==> config.mk <==
export PLATFORM = sky130hd
export DESIGN_NAME = br_stack
export DESIGN_NICKNAME = d
export VERILOG_FILES = /design/src/rtl/br_stack.sv
export SDC_FILE = /design/constraint.sdc
export NUM_CORES = 1
export LEC_CHECK = 0
export CAP_MARGIN = 20
export CORE_MARGIN = 5
export CORE_UTILIZATION = 56
export CTS_CLUSTER_DIAMETER = 150
export DETAILED_ROUTE_END_ITERATION = 10
export GPL_TIMING_DRIVEN = 0
export PLACE_DENSITY_LB_ADDON = 0.05
export SYNTH_ARGS = -nofsm -noshare
export SYNTH_HDL_FRONTEND = slang
export SYNTH_SLANG_ARGS = --single-unit
==> constraint.sdc <==
create_clock -name clk -period 2.7 [get_ports clk]
set_input_delay 0.405 -clock clk [delete_from_list [all_inputs] [get_ports clk]]
set_output_delay 0.405 -clock clk [all_outputs]
set_load 0.01 [all_outputs]
==> src/rtl/br_stack.sv <==
// Branch checkpoint stack: one-hot tags for speculative branches, each holding the
// free-list head, ROB tail and the set of older unresolved branches it depends on.
module br_stack #(
    parameter int NUM_BR    = 4,
    parameter int FL_PTR_W  = 5,
    parameter int ROB_PTR_W = 5
) (
    input  logic                 clk,
    input  logic                 rst,
    input  logic                 alloc_req_i,
    input  logic [FL_PTR_W-1:0]  alloc_fl_head_i,
    input  logic [ROB_PTR_W-1:0] alloc_rob_tail_i,
    output logic                 alloc_gnt_o,
    output logic [NUM_BR-1:0]    alloc_tag_o,
    output logic                 alloc_stall_o,
    output logic [NUM_BR-1:0]    br_mask_o,
    output logic                 full_o,
    input  logic                 resolve_valid_i,
    input  logic [NUM_BR-1:0]    resolve_tag_i,
    input  logic                 resolve_correct_i,
    output logic                 clr_valid_o,
    output logic [NUM_BR-1:0]    clr_tag_o,
    output logic                 recover_valid_o,
    output logic [NUM_BR-1:0]    squash_mask_o,
    output logic [FL_PTR_W-1:0]  recover_fl_head_o,
    output logic [ROB_PTR_W-1:0] recover_rob_tail_o
);

    logic [NUM_BR-1:0]                busy;
    logic [NUM_BR-1:0][FL_PTR_W-1:0]  fl_q;
    logic [NUM_BR-1:0][ROB_PTR_W-1:0] rob_q;
    logic [NUM_BR-1:0][NUM_BR-1:0]    dep_q;
    logic                             hit;
    logic [NUM_BR-1:0]                free_sel;

    assign br_mask_o = busy;
    assign full_o    = &busy;

    always_comb begin
        hit             = resolve_valid_i & (|(resolve_tag_i & busy));
        clr_valid_o     = hit & resolve_correct_i;
        clr_tag_o       = clr_valid_o ? resolve_tag_i : '0;
        recover_valid_o = hit & ~resolve_correct_i;

        squash_mask_o      = '0;
        recover_fl_head_o  = '0;
        recover_rob_tail_o = '0;
        for (int i = 0; i < NUM_BR; i++) begin
            if (recover_valid_o && busy[i] &&
                (resolve_tag_i[i] || (|(dep_q[i] & resolve_tag_i))))
                squash_mask_o[i] = 1'b1;
            if (recover_valid_o && busy[i] && resolve_tag_i[i]) begin
                recover_fl_head_o  = recover_fl_head_o | fl_q[i];
                recover_rob_tail_o = recover_rob_tail_o | rob_q[i];
            end
        end
    end

    // Grant looks only at registered busy bits, so a slot freed this cycle is
    // not reusable until the next one.
    always_comb begin
        logic found;
        found    = 1'b0;
        free_sel = '0;
        for (int i = 0; i < NUM_BR; i++) begin
            if (!busy[i] && !found) begin
                free_sel[i] = 1'b1;
                found       = 1'b1;
            end
        end
        alloc_gnt_o   = alloc_req_i & ~full_o & ~recover_valid_o;
        alloc_tag_o   = alloc_gnt_o ? free_sel : '0;
        alloc_stall_o = alloc_req_i & ~alloc_gnt_o;
    end

    always_ff @(posedge clk) begin
        if (rst) begin
            busy  <= '0;
            fl_q  <= '0;
            rob_q <= '0;
            dep_q <= '0;
        end else begin
            for (int i = 0; i < NUM_BR; i++) begin
                if (squash_mask_o[i]) begin
                    busy[i]  <= 1'b0;
                    dep_q[i] <= '0;
                end else begin
                    if (clr_tag_o[i])
                        busy[i] <= 1'b0;
                    dep_q[i] <= dep_q[i] & ~clr_tag_o;
                    if (alloc_tag_o[i]) begin
                        busy[i]  <= 1'b1;
                        fl_q[i]  <= alloc_fl_head_i;
                        rob_q[i] <= alloc_rob_tail_i;
                        dep_q[i] <= busy & ~clr_tag_o;
                    end
                end
            end
        end
    end

endmodule
### Yosys cells after proc, flatten, opt, wreduce, memory -nomap -nowiden

Cells that the tools add are included.
Widths: inputs -> output; s select.

| storage, ports and cells | value |
|---|---|
| flip-flop bits (word level) | 60 |
| input bits | 19 |
| output and inout port bits | 31 |
| logic and storage cells | 121 |

| operators by class | value |
|---|---|
| mux-type cells | 32 |
| bitwise operators | 31 |
| reduce and logical (&&, ||, !) cells | 42 |

Operator list:

| operator | number |
|---|---|
| $and 4x4->4 | 10 |
| $mux 5 | 8 |
| $or 5x5->5 | 6 |
| $mux 4 | 6 |
| $reduce_or 4->1 | 5 |
| $mux 1 | 18 |
| $logic_and 1x1->1 | 15 |
| $not 1->1 | 8 |
| $reduce_and 2->1 | 4 |
| $reduce_bool 2->1 | 4 |
| $reduce_or 2->1 | 4 |
| $and 1x1->1 | 6 |
| $logic_not 1->1 | 5 |
| $logic_or 1x1->1 | 4 |
| $not 4->4 | 1 |
| $reduce_and 4->1 | 1 |

### Logic depth before layout (Yosys ltp)

| depth | value |
|---|---|
| word-level depth | 13 |
| gate-level depth with buffers | 9 |
| depth with buffers taken out | 5 |

### Least setup slack after synthesis

OpenSTA, ideal clock, no wires.

| path | value |
|---|---|
| path kind | in2out |
| start point | input port resolve_tag_i[0] |
| end point | output port alloc_stall_o |
| data arrival time | 1.575 ns |
| required time | 2.295 ns |
| slack | 0.720 ns |
| stages | 8 |
| path buffers | 4 |
| path through | buf_2 > a22oi_2 > a21o_1 > buf_6 > inv_4 > buf_2 > buf_2 > o21a_1 |

| on the way | value |
|---|---|
| longest elaborated chain between the ends | 8 |

Ends and longest elaborated chain:

| what | line | text |
|---|---|---|
| from (decl) | 19 | `input logic [NUM_BR-1:0] resolve_tag_i,` |
| $and 4x4->4 | 40 | `hit = resolve_valid_i & (\|(resolve_tag_i & busy));` |
| $reduce_or 4->1 | 40 |  |
| $and 1x1->1 | 40 |  |
| $and 1x1->1 | 43 | `recover_valid_o = hit & ~resolve_correct_i;` |
| via recover_valid_o | 23 | `output logic recover_valid_o,` |
| $not 1->1 | 71 | `alloc_gnt_o = alloc_req_i & ~full_o & ~recover_valid_o;` |
| $and 1x1->1 | 71 |  |
| $not 1->1 | 73 | `alloc_stall_o = alloc_req_i & ~alloc_gnt_o;` |
| $and 1x1->1 | 73 |  |
| to (decl) | 15 | `output logic alloc_stall_o,` |

The timed path passes the listed nets, and every way through them passes these cells.

### Worst setup path after layout

| path | value |
|---|---|
| start point | register busy[3] (netlist: br_mask_o[3]) |
| end point | output port alloc_tag_o[0] |

| on the way | value |
|---|---|
| longest elaborated chain between the ends | 7 |
| elaborated cells on any way between the ends | 10 |
| classes of those cells | 1 x mux; 7 x bitwise; 2 x reduce/logical |

Ends and longest elaborated chain:

| what | line | text |
|---|---|---|
| from (decl) | 29 | `logic [NUM_BR-1:0] busy;` |
| from (signal assigned) | 78 | `busy <= '0;` |
| from (signal, indexed assignment) | 85 | `busy[i] <= 1'b0;` |
| from (signal, indexed assignment) | 89 | `busy[i] <= 1'b0;` |
| $and 4x4->4 | 40 |  |
| $reduce_or 4->1 | 40 |  |
| $and 1x1->1 | 40 |  |
| $and 1x1->1 | 43 |  |
| $not 1->1 | 71 |  |
| $and 1x1->1 (*) | 71 |  |
| $mux 4 (*) | 72 | `alloc_tag_o = alloc_gnt_o ? free_sel : '0;` |
| to (decl) | 14 | `output logic [NUM_BR-1:0] alloc_tag_o,` |

Every way passes the cells marked *; elsewhere a longest branch is shown, timed or not.

==> reports/results.tsv <==
metric	value	unit
Syn Area/Cell	8.64	µm²
initial DRC count	265	
pin count of the biggest net entering global routing	20	
multi-input logic area	1530	µm²
via-per-instance ratio	5.96	
Worst Tran Pin Value	0.703	ns
Initial Utilization	58.1	%
Seq cells post-synth	56	
Crit path top cell by count	buf_6	
Final nets	388	
WL per Instance	18.1	µm
critical register-to-register path startpoint	br_mask_o[3]	
hold_ws	0.463	ns
sequential share of power	57.1	%
Power Density	438	nW/µm²
Highest Clock Rate	384	MHz
outcome	completed	
Net Count, Synth	341	
CP endpoint kind	output port	
vias in the first global route	2545	
Core Area	4790	µm²
GRT overflow	0	
total CTS buffers	5	
Die Span Y	80.5	µm
Worst Hold Path EP	dep_q[14]	
sw frac	26.1	%
port bufs	44	
area grow syn2layout	25.0	%
RSZ-0062 raised after global routing	no	
HP Start	dep_q[14]	
Post-Synthesis Cells	322	
period utilization	96.4	%
Critical path buffers and inverters	5	
drt total wl	7930	µm
commonest non-fill, non-tap cell in the layout	dfxtp_1	
Internal Power	1.13	mW
fill count	390	
Syn Std Cell Area	2780	µm²
number of antenna diodes	0	
worst-case reg-to-reg path depth	7	
WP depth	8	
top_reg_cell synth	dfxtp_1	
Yosys cell types	31	
I/O pin count	50	
slack of the worst reg-to-reg path	0.73	ns
CTS tree	yes	
drt first pass iters	4	
Clock Power Share	29.8	%
Clock Tree Root	clkbuf_8	
Crit-path slowest cell	clkdlybuf4s50_1	
combinational share of power	13.1	%
Worst VDD drop	0.284	mV
Fin Clk Skew	0.00380	ns
Worst slew margin	53.1	%
CP Max Fanout	10	
Worst-path clk slew	0.10	ns
All-Layer GR Usage	26.0	%
Seq. cell area	1120	µm²
CP top delay family	buffers and inverters	
std cell rows	25	
fin. max-slew vios	0	
commonest cells after routing, fill and taps aside	dfxtp_1 (53), o21ai_0 (46), clkdlybuf4s50_1 (37)	
r2r endpoint	fl_q[10]	
Crit path arrival time	2.20	ns
H-tree depth	2	
Worst-Skew Late Latency	0.31	ns
Routed Antenna Nets	0	
Max stage delay on crit path	0.52	ns
asr flop ratio synth	0	%
Post-synth EDFFs	0	
Overall Power	1.52	mW
synth warn	0	
share of cells above drive strength 1	10.8	%
post-DP HPWL	5180	µm
CP required	2.30	ns
Max-cap violations	0	
Setup-failing EPs final	0	
critical path type	reg -> out	
Worst Hold Class	reg -> reg	
crit-path cells	buf_2 -> a22oi_2 -> a21o_1 -> buf_6 -> inv_6 -> nor2_2 -> buf_6 -> clkdlybuf4s50_1	
clk buf depth	2	
minimum clock period	2.60	ns
initial antenna violation count	0	
# DRC	0	
routed vias	2606	
clk sink count	56	
Fin. Hold Viols	0	
Die X	80.5	µm
GP Congestion	0.855	
first-pass GRT wire length	12700	µm
setup_tns	0	ns
sequential area share after synthesis	40.3	%
worst hold path depth	2	
leakage power	1.42	nW
die footprint	6480	µm²
Critical Path Source Type	flip-flop	
Psw	0.398	mW
-- worst reg2reg max path, stage by stage, from the launching register on --
cell and delay, ns:
dfxtp_1 0.33, buf_2 0.24, a22oi_2 0.09, a21o_1 0.20, buf_6 0.15, nand3_1 0.23, clkbuf_1 0.43, o21ai_0 0.18
-- power by group through the flow --
stage	Combinational, mW	Clock (mW)	Sequential, mW
after global routing	0.214	0.505	0.872
final	0.199	0.455	0.870
after detailed placement	0.186	0	0.887
after global placement	0.184	0	0.886
after CTS	0.196	0.467	0.868
after floorplan	0.110	0	0.882
-- cell families after synthesis --
group | count (synthesis) | share of synthesized area (%)
buf+inv | 42 | 6.79
simple gates | 103 | 20.9
flops | 56 | 40.3
mux | 20 | 7.20
compound gates | 101 | 24.8
-- layer usage --
| metal | GRT usage, % | up-vias | routed length (µm) |
|---|---|---|---|
| li1 | - | 1226 | - |
| met1 | 32.0 | 1242 | 3220 |
| met2 | 44.1 | 128 | 3800 |
| met3 | 5.04 | 10 | 799 |
| met4 | 11.0 | 0 | 102 |
| met5 | 0 | - | 0 |
-- layout make-up --
| class | count | share of cell area [%] |
|---|---|---|
| repair buffers | 45 | 13.2 |
| multi-input cells | 224 | 44.0 |
| inverters | 14 | 1.66 |
| well taps | 67 | 2.41 |
| flip-flops and latches | 56 | 32.3 |
| plain buffers | 23 | 3.92 |
| clock buffers | 7 | 2.20 |
| clock inverters | 1 | 0.252 |
-- state kept, by name, indices dropped and copies added, names as in the netlist --
signal	count
fl_q	20
rob_q	20
dep_q	12
br_mask_o	4
-- timing repair --
action	4_1_cts	5_1_grt
endpoints found under the setup margin	19	6
gates resized for setup	23	13
hold buffers	0	0
setup buffers	1	0
gates cloned	0	0
-- cell usage after synthesis, drive strengths merged (5+ instances only) --
master	count	area, µm²
dfxtp	56	1120
o21ai	46	230
nand2b	34	213
a22oi	26	200
nand2	25	93.8
nor2b	21	131
mux2i	20	200
clkbuf	17	63.8
inv	14	55.1
buf	11	70.1
a211oi	9	67.6
a2111oi	6	90.1
nor2	6	22.5
a21oi	5	25.0
and3	5	31.3
-- through the flow --
stage / cells / setup WS [ns] / utilization (%) / area, µm²
2_1_floorplan: 322 / 0.720 / - / 2780
3_3_place_gp: 433 / -0.537 / 69.1 / 3310
3_5_place_dp: 433 / -0.530 / 69.1 / 3310
4_1_cts: 437 / 0.0143 / 71.9 / 3440
5_1_grt: 437 / 0.00107 / 72.7 / 3480
6_report: 437 / 0.0968 / 72.7 / 3480
-- how the worst max path moves through the flow --
stage,start,to,slack [ns]
global placement,resolve_correct_i,recover_rob_tail_o[0],-0.54
CTS,br_mask_o[0],squash_mask_o[1],0.01
detailed placement,resolve_correct_i,recover_rob_tail_o[0],-0.53
finish,br_mask_o[3],alloc_tag_o[0],0.1
floorplan,resolve_tag_i[0],alloc_stall_o,0.72
global route,br_mask_o[3],alloc_tag_o[0],0.001
No activity file was read; power rests on OpenSTA's default activity.
